$ cat config.mk
export PLATFORM = sky130hd
export DESIGN_NAME = breakout_game_ctrl_flat
export DESIGN_NICKNAME = d
export VERILOG_FILES = /design/src/rtl/breakout_pkg.sv /design/src/rtl/breakout_game_ctrl_if.sv /design/src/rtl/breakout_score_bcd.sv /design/src/rtl/breakout_game_ctrl.sv /design/src/flat_wrapper.sv
export SDC_FILE = /design/constraint.sdc
export NUM_CORES = 1
export LEC_CHECK = 0
export ABC_AREA = 1
export CORE_MARGIN = 5
export CORE_UTILIZATION = 56
export CTS_BUF_LIST = sky130_fd_sc_hd__clkbuf_4
export DETAILED_ROUTE_END_ITERATION = 10
export GPL_TIMING_DRIVEN = 0
export PLACE_DENSITY = 0.86
export RECOVER_POWER = 100
export SYNTH_ARGS = -nofsm -noshare
export SYNTH_HDL_FRONTEND = slang
export SYNTH_HIERARCHICAL = 1
export SYNTH_SLANG_ARGS = --single-unit
$ cat constraint.sdc
create_clock -name clk -period 2.55 [get_ports clk]
set_input_delay 0.255 -clock clk [delete_from_list [all_inputs] [get_ports clk]]
set_output_delay 0.255 -clock clk [all_outputs]
set_load 0.01 [all_outputs]
$ cat src/rtl/breakout_pkg.sv
// Shared definitions for the breakout game sequencer: state codes, BCD digit
// width and the default pause length.
package breakout_pkg;

   localparam int DIGIT_W         = 4;
   localparam int DELAY_TICKS_DEF = 120;

   // Codes are visible on state_o and select the text overlay.
   typedef enum logic [2:0] {
      ST_NEWGAME = 3'd0,
      ST_PLAY    = 3'd1,
      ST_NEWBALL = 3'd2,
      ST_OVER    = 3'd3,
      ST_WIN     = 3'd4
   } state_t;

endpackage

$ cat src/rtl/breakout_game_ctrl_if.sv
// Link between the game sequencer (master) and the graphics engine (slave).
interface breakout_game_ctrl_if;

   // hit/miss/all_cleared are levels from graphics; gra_still is a level and
   // clear_bricks a 1-clk pulse from the sequencer. No valid/ready handshake.
   logic hit;
   logic miss;
   logic all_cleared;
   logic gra_still;
   logic clear_bricks;

   modport master (
      input  hit, miss, all_cleared,
      output gra_still, clear_bricks
   );

   modport slave (
      output hit, miss, all_cleared,
      input  gra_still, clear_bricks
   );

endinterface

$ cat src/rtl/breakout_score_bcd.sv
// Two-digit BCD score counter that saturates at 99.
module breakout_score_bcd
   import breakout_pkg::*;
(
   input  logic               clk,
   input  logic               reset,
   input  logic               clr,
   input  logic               inc,
   output logic [DIGIT_W-1:0] dig1,
   output logic [DIGIT_W-1:0] dig0
);

   logic at_max;

   assign at_max = (dig1 == 4'd9) && (dig0 == 4'd9);

   always_ff @(posedge clk) begin
      if (reset || clr) begin
         dig1 <= '0;
         dig0 <= '0;
      end else if (inc && !at_max) begin
         if (dig0 == 4'd9) begin
            dig0 <= '0;
            dig1 <= dig1 + 4'd1;
         end else begin
            dig0 <= dig0 + 4'd1;
         end
      end
   end

endmodule

$ cat src/rtl/breakout_game_ctrl.sv
// Breakout game sequencer: serve/pause/game-over FSM, lives, pause timer and
// BCD score, driving freeze and brick-reset controls for the graphics engine.
module breakout_game_ctrl
   import breakout_pkg::*;
#(
   parameter int BALLS_INIT  = 3,
   parameter int DELAY_TICKS = DELAY_TICKS_DEF,
   parameter int TIMER_W     = 7
) (
   input  logic                 clk,
   input  logic                 reset,
   input  logic [4:0]           btn,
   input  logic                 refr_tick,
   breakout_game_ctrl_if.master gfx,
   output logic [2:0]           state_o,
   output logic [1:0]           lives,
   output logic [DIGIT_W-1:0]   dig1,
   output logic [DIGIT_W-1:0]   dig0,
   output logic                 timer_up
);

   localparam logic [1:0]         LIVES_INIT = 2'(BALLS_INIT);
   localparam logic [TIMER_W-1:0] DELAY_LOAD = TIMER_W'(DELAY_TICKS);

   state_t             state, state_next;
   logic [1:0]         lives_next;
   logic [TIMER_W-1:0] timer;
   logic               hit_q, miss_q;
   logic               hit_rise, miss_rise;
   logic               load_timer, clr_score, inc_score, clear_next;
   logic               serve;

   assign hit_rise  = gfx.hit & ~hit_q;
   assign miss_rise = gfx.miss & ~miss_q;
   assign serve     = (btn != 5'd0);
   assign timer_up  = (timer == '0);

   always_ff @(posedge clk) begin
      if (reset) begin
         state            <= ST_NEWGAME;
         lives            <= LIVES_INIT;
         timer            <= '0;
         hit_q            <= 1'b0;
         miss_q           <= 1'b0;
         gfx.clear_bricks <= 1'b0;
      end else begin
         state            <= state_next;
         lives            <= lives_next;
         hit_q            <= gfx.hit;
         miss_q           <= gfx.miss;
         gfx.clear_bricks <= clear_next;
         if (load_timer)
            timer <= DELAY_LOAD;
         else if (refr_tick && !timer_up)
            timer <= timer - 1'b1;
      end
   end

   always_comb begin
      state_next = state;
      lives_next = lives;
      load_timer = 1'b0;
      clr_score  = 1'b0;
      inc_score  = 1'b0;
      clear_next = 1'b0;
      case (state)
         ST_NEWGAME: begin
            lives_next = LIVES_INIT;
            clr_score  = 1'b1;
            if (serve) begin
               state_next = ST_PLAY;
               clear_next = 1'b1;
            end
         end
         ST_PLAY: begin
            inc_score = hit_rise;
            // A cleared board wins even if the ball is lost in the same clock.
            if (gfx.all_cleared) begin
               state_next = ST_WIN;
               load_timer = 1'b1;
            end else if (miss_rise) begin
               load_timer = 1'b1;
               lives_next = lives - 2'd1;
               state_next = (lives == 2'd1) ? ST_OVER : ST_NEWBALL;
            end
         end
         ST_NEWBALL: begin
            if (timer_up && serve)
               state_next = ST_PLAY;
         end
         ST_OVER, ST_WIN: begin
            if (timer_up)
               state_next = ST_NEWGAME;
         end
         default: state_next = ST_NEWGAME;
      endcase
   end

   assign gfx.gra_still = (state != ST_PLAY);
   assign state_o       = state;

   breakout_score_bcd u_score (
      .clk   (clk),
      .reset (reset),
      .clr   (clr_score),
      .inc   (inc_score),
      .dig1  (dig1),
      .dig0  (dig0)
   );

endmodule
$ cat src/flat_wrapper.sv
// flat-port wrapper written by rule: the top's interface ports become plain ports
module breakout_game_ctrl_flat import breakout_pkg::*;
#(
   parameter int BALLS_INIT  = 3,
   parameter int DELAY_TICKS = DELAY_TICKS_DEF,
   parameter int TIMER_W     = 7
)
  (clk, reset, btn, refr_tick, state_o, lives, dig1, dig0, timer_up, gfx_hit, gfx_miss, gfx_all_cleared, gfx_gra_still, gfx_clear_bricks);
  breakout_game_ctrl_if gfx_i ();
  input  logic clk;
  input  logic reset;
  input  logic [4:0] btn;
  input  logic refr_tick;
  output logic [2:0] state_o;
  output logic [1:0] lives;
  output logic [DIGIT_W-1:0] dig1;
  output logic [DIGIT_W-1:0] dig0;
  output logic timer_up;
  input wire logic [$bits(gfx_i.hit)-1:0] gfx_hit;
  input wire logic [$bits(gfx_i.miss)-1:0] gfx_miss;
  input wire logic [$bits(gfx_i.all_cleared)-1:0] gfx_all_cleared;
  output wire logic [$bits(gfx_i.gra_still)-1:0] gfx_gra_still;
  output wire logic [$bits(gfx_i.clear_bricks)-1:0] gfx_clear_bricks;
  assign gfx_i.hit = gfx_hit;
  assign gfx_i.miss = gfx_miss;
  assign gfx_i.all_cleared = gfx_all_cleared;
  assign gfx_gra_still = gfx_i.gra_still;
  assign gfx_clear_bricks = gfx_i.clear_bricks;
  breakout_game_ctrl #(.BALLS_INIT(BALLS_INIT), .DELAY_TICKS(DELAY_TICKS), .TIMER_W(TIMER_W)) u_core (.clk(clk), .reset(reset), .btn(btn), .refr_tick(refr_tick), .gfx(gfx_i), .state_o(state_o), .lives(lives), .dig1(dig1), .dig0(dig0), .timer_up(timer_up));
endmodule
## Word level (Yosys, flattened, before mapping)

Index checks and enable logic that the tools add are counted.

- Bits of input ports: 11
- Memory bits (writable): 0
- Memories kept: 0
- Latch bits: 0
- Bits in read-only memories: 0
- Flip-flop bits (word level): 23

- Add/sub/neg operators: 4
- Shift operators: 0
- Bitwise logic cells: 5
- Divide/modulo/power cells: 0
- Order comparisons: 0
- Multipliers: 0
- Multiplexer cells: 19
- Eq/ne operators: 14
- Reductions and logical operators: 18

Operator list:

| cell | number |
|---|---|
| $mux 3 | 5 |
| $mux 7 | 2 |
| $pmux 3 s4 | 1 |
| $add 4x1->4 const B | 2 |
| $eq 4x4->1 const B | 2 |
| $ne 2x1->1 const B | 4 |
| $logic_not 7->1 | 1 |
| $mux 1 | 7 |
| $sub 7x1->7 const B | 1 |
| $eq 3x2->1 const B | 2 |
| $reduce_or 2->1 | 3 |
| $reduce_bool 5->1 | 1 |
| $logic_and 1x1->1 | 4 |
| $mux 2 | 2 |
| $mux 4 | 1 |
| $pmux 2 s2 | 1 |
| $reduce_and 4->1 | 1 |
| $reduce_bool 2->1 | 2 |
| $eq 3x1->1 const B | 1 |
| $eq 3x3->1 const B | 1 |
| $logic_not 3->1 | 1 |
| $ne 3x1->1 const B | 1 |
| $ne 3x2->1 const B | 1 |
| $not 1->1 | 3 |
| 8 further kinds | 10 |

## Depth between registers and ports, before layout

- Word-level depth: 6
- Mapped depth: 10
- Gate-level depth less buffers: 10

## Modules after synthesis

Netlist, hierarchy kept.

Modules (own cells, without submodules):

| module | area an instance (um^2) | instances | cells each |
|---|---|---|---|
| breakout_game_ctrl | 908.4 | 1 | 135 |
| breakout_score_bcd | 454.2 | 1 | 63 |

## Least setup slack after synthesis

OpenSTA, ideal clock, no wires.

- Kind: reg-to-reg
- Start: register u_core.state[2] (netlist: u_core/state_o[2])
- End: register u_core.u_score.dig1[3]
- Path buffers: 0
- Data required time: 2.480 ns
- Cell stages (with the launch flop): 8
- Data arrival time: 1.601 ns
- Slack: 0.880 ns
- Path through: dfxtp_1 -> inv_1 -> nand3_2 -> nor3_1 -> nand3_4 -> clkinv_4 -> nand2_1 -> a21oi_1

- Cells in the longest elaborated chain, start to end: 4
- Elaborated cells between the ends (all ways): 7

Ends and longest elaborated chain:

| element | RTL line | RTL |
|---|---|---|
| start, declared | breakout_game_ctrl.sv:25 | `state_t state, state_next;` |
| start signal, assigned | breakout_game_ctrl.sv:47 | `state <= state_next;` |
| $eq 3x1->1 | breakout_game_ctrl.sv:66 | `case (state)` |
| $mux 1 | breakout_game_ctrl.sv:66 |  |
| via u_core.inc_score | breakout_game_ctrl.sv:30 | `logic load_timer, clr_score, inc_score, clear_next;` |
| $logic_and 1x1->1 | breakout_score_bcd.sv:21 | `end else if (inc && !at_max) begin` |
| $reduce_and 2->1 (no source line) | -- |  |
| end signal, assigned | breakout_score_bcd.sv:24 | `dig1 <= dig1 + 4'd1;` |
| end, declared | breakout_score_bcd.sv:9 | `output logic [DIGIT_W-1:0] dig1,` |

The timed path passes the listed nets, and every way through them passes these cells.
A chain may end at the register's enable or synchronous reset.

## Worst setup path after layout

- Start: register u_core.timer[0]
- End: output port timer_up

- Cells in the longest elaborated chain, start to end: 1

Ends and longest elaborated chain:

| element | RTL line | RTL |
|---|---|---|
| start, declared | breakout_game_ctrl.sv:27 | `logic [TIMER_W-1:0] timer;` |
| start signal, assigned | breakout_game_ctrl.sv:55 | `timer <= timer - 1'b1;` |
| $logic_not 7->1 | breakout_game_ctrl.sv:36 | `assign timer_up = (timer == '0);` |
| end, declared | flat_wrapper.sv:18 | `output logic timer_up;` |

Every way passes these cells.

==> flow_metrics.tcl <==
set metrics [dict create \
    outcome "finished, final reports clean" \
    detailed_place_hpwl_um 2340 \
    synth_xor_area_share_pct 1.93 \
    pwr_density_cell_mw_per_mm2 1050 \
    p_leak_nw 0.780 \
    hold_path_end "u_core/miss_q" \
    syn-instance-count 198 \
    hp-start "gfx_miss" \
    grtUsageTotal_pct 18.9 \
    clkPwrFrac_pct 10.0 \
    cts_root_buf "clkbuf_4" \
    synth_top_family_by_area "simple AND/OR/NAND/NOR gates" \
    final_cell_mix "50 x nand2_1, 32 x inv_1, 27 x nor2_1" \
    slowest_delay_ns 0.65 \
    setup_viol 0 \
    dpl-instance-area_mm2 0.00166 \
    timing.final.crit_period_ns 2.16 \
    n_antenna_cell 0 \
    intPower_w 0.000902 \
    r2r-end "u_core/u_score/dig1[0]" \
    hold_path_depth 3 \
    ant_nets 0 \
    finalCritPeriodShare_pct 84.9 \
    worst_slew_pin_slew_ns 0.851 \
    fill_cells 208 \
    endpoint_kind "primary output" \
    arrival_ns 1.91 \
    switching_share_pct 47.4 \
    p_comb_share_pct 57.9 \
    hold_buffers 0 \
    clk_pin_slew_ns 0.13 \
    r2r-start "u_core/state_o[2]" \
    clk_latency_ns 0.31 \
    vias 1317 \
    setup_tns_ns 0 \
    rr_worst_depth 7 \
    start_kind "flip-flop" \
    p_total_w 0.00171 \
    fin_skew_ns 0.00169 \
    grt_pass1_vias 1295 \
    area_growth_pct 20.1 \
    layout_commonest_cell "nand2_1" \
    drt_first_pass_iters 4 \
    rsz0062_at_grt "no" \
    path_class "flip-flop to primary output" \
    cts_htree_levels 1 \
    seqPwrFrac_pct 32.1 \
    cts-resized-gates 0 \
    grt_pass1_wl_um 5290 \
    slew_viol_final 0 \
    irDropWorstVdd_uv 874 \
    cts_buffer_depth 2 \
    routed_via_density 5.14 \
    pin_count 27 \
    grt_overflow 0 \
    die_x_um 59.3 \
    clkSinkCount 23 \
    place.port_buffers 26 \
    cp_data_required_time_ns 2.30 \
    ys_seq_area_share_pct 33.8 \
    cts_buffers 3 \
    cts_tree "built" \
    std_cell_rows 17 \
    place.gp.congestion 0.860 \
    grt_max_degree 14 \
    dieArea_mm2 0.00352 \
    initial_utilization_pct 59.9 \
    rrSetupSlack_ns 0.47 \
    die_h_um 59.3 \
    synthAdderAreaFrac_pct 4.59 \
    synth_compound_area_share_pct 8.17 \
    syn_area_per_cell_um2 6.88 \
    antenna_found_initial 0 \
    synth_cell_types 27 \
    final_area_mm2 0.00164 \
    synth.area.mux_share_pct 0 \
    synth.cell_area_mm2 0.00136 \
    syn-num-nets 214 \
    yosys_register_bits 23 \
    crit_chain "inv_1 -> ha_1 -> nand2_1 -> nor2_1 -> dlygate4sd3_1" \
    p_switching_w 0.000812 \
    drc 0 \
    finalHoldViolCount 0 \
    core_area_mm2 0.00228 \
    timing.slew.headroom_pct 42.9 \
    wl_per_cell_um 11.4 \
    drtIter0Drc 40 \
    min_path_type "input pin to flip-flop" \
    nets 245 \
    fmax_ghz 0.462 \
    fin_util_pct 71.9 \
    critPathMaxFanout 5 \
    cts_setup_buffers 0 \
    wl_um 2920 \
    drive_gt1_share_pct 7.46 \
    max-cap-violations 0 \
    critPathSlowestCell "dlygate4sd3_1" \
    yosys.area_share.simple_pct 39.8 \
    yosys_warnings 6 \
]
-- per-stage QoR --
step	setup slack (ns)	cells	hold WS, ns
after floorplan	0.880	198	0.324
after global placement	0.584	252	0.469
after detailed placement	0.556	252	0.482
after CTS	0.497	256	0.471
after global routing	0.197	256	0.470
final	0.386	256	0.483
-- final cells by class --
class / instances / area (um2) / area share (%)
clock inverter: 1 / 5.00 / 0.306
clock buffer: 3 / 22.5 / 1.38
timing repair buffer: 26 / 260 / 15.9
buffer: 1 / 3.75 / 0.229
sequential: 23 / 460 / 28.1
inverter: 37 / 145 / 8.87
multi-input combinational: 137 / 704 / 43.0
tap: 28 / 35.0 / 2.14
-- registers in the layout, indices dropped and copies added (netlist names) --
register,cells
u_core/timer,7
u_core/u_score/dig0,4
u_core/u_score/dig1,4
u_core/state_o,3
u_core/lives,2
u_core/gfx.clear_bricks,1
u_core/hit_q,1
u_core/miss_q,1
-- cell families after synthesis --
logic type               Yosys count
AO/OA/AOI/OAI                     18
AND/OR/NAND/NOR                  111
buffers and inverters             38
XOR/XNOR                           3
adder cells (fa/ha/maj)            5
flip-flops                        23
-- how the worst max path moves through the flow --
stage                       from                     end  slack (ns)
6_report         u_core/timer[0]                timer_up        0.39
5_1_grt        u_core/state_o[1]  u_core/u_score/dig1[2]        0.20
4_1_cts          u_core/timer[0]                timer_up        0.50
3_5_place_dp             gfx_hit  u_core/u_score/dig1[0]        0.56
3_3_place_gp             gfx_hit  u_core/u_score/dig1[1]        0.58
2_1_floorplan  u_core/state_o[2]  u_core/u_score/dig1[3]        0.88
-- power groups by stage --
stage          Combinational (W)  Clock (W)  Sequential (W)
6_report                0.000993   0.000171        0.000550
5_1_grt                  0.00113   0.000200        0.000567
4_1_cts                  0.00110   0.000180        0.000552
3_5_place_dp             0.00110          0        0.000561
3_3_place_gp             0.00104          0        0.000553
2_1_floorplan           0.000771          0        0.000565
-- cells in the mapped netlist (all sizes together) --
cell type  instances  area, um2
xor2               2       17.5
a21boi             1       7.51
nor2              30        140
clkinv             4       25.0
xnor2              1       8.76
ha                 5       62.6
nor3b              2       15.0
o21ai              3       15.0
a211oi             1       7.51
buf                1       11.3
dfxtp             23        460
inv               33        124
nand3b             2       15.0
a21oi             10       50.1
nand2             54        218
nand4              3       18.8
a31oi              1       6.26
nand3             18        125
nor3               2       10.0
o211ai             2       25.0
-- critical path, delay by kind of cell, from the launching register on --
family,cells,cell delay (ns)
buf+inv,2,0.79
flops,1,0.35
fa+ha+maj,1,0.17
simple gates,2,0.28
-- routing by layer --
layer,up-vias,part of all wire (%),GRT usage [%]
met1,599,46,22.3
met5,-,0,0
li1,676,-,-
met4,0,1.4,6.80
met2,36,48,34.2
met3,6,4.1,2.83
(Power assumes the default switching activity.)
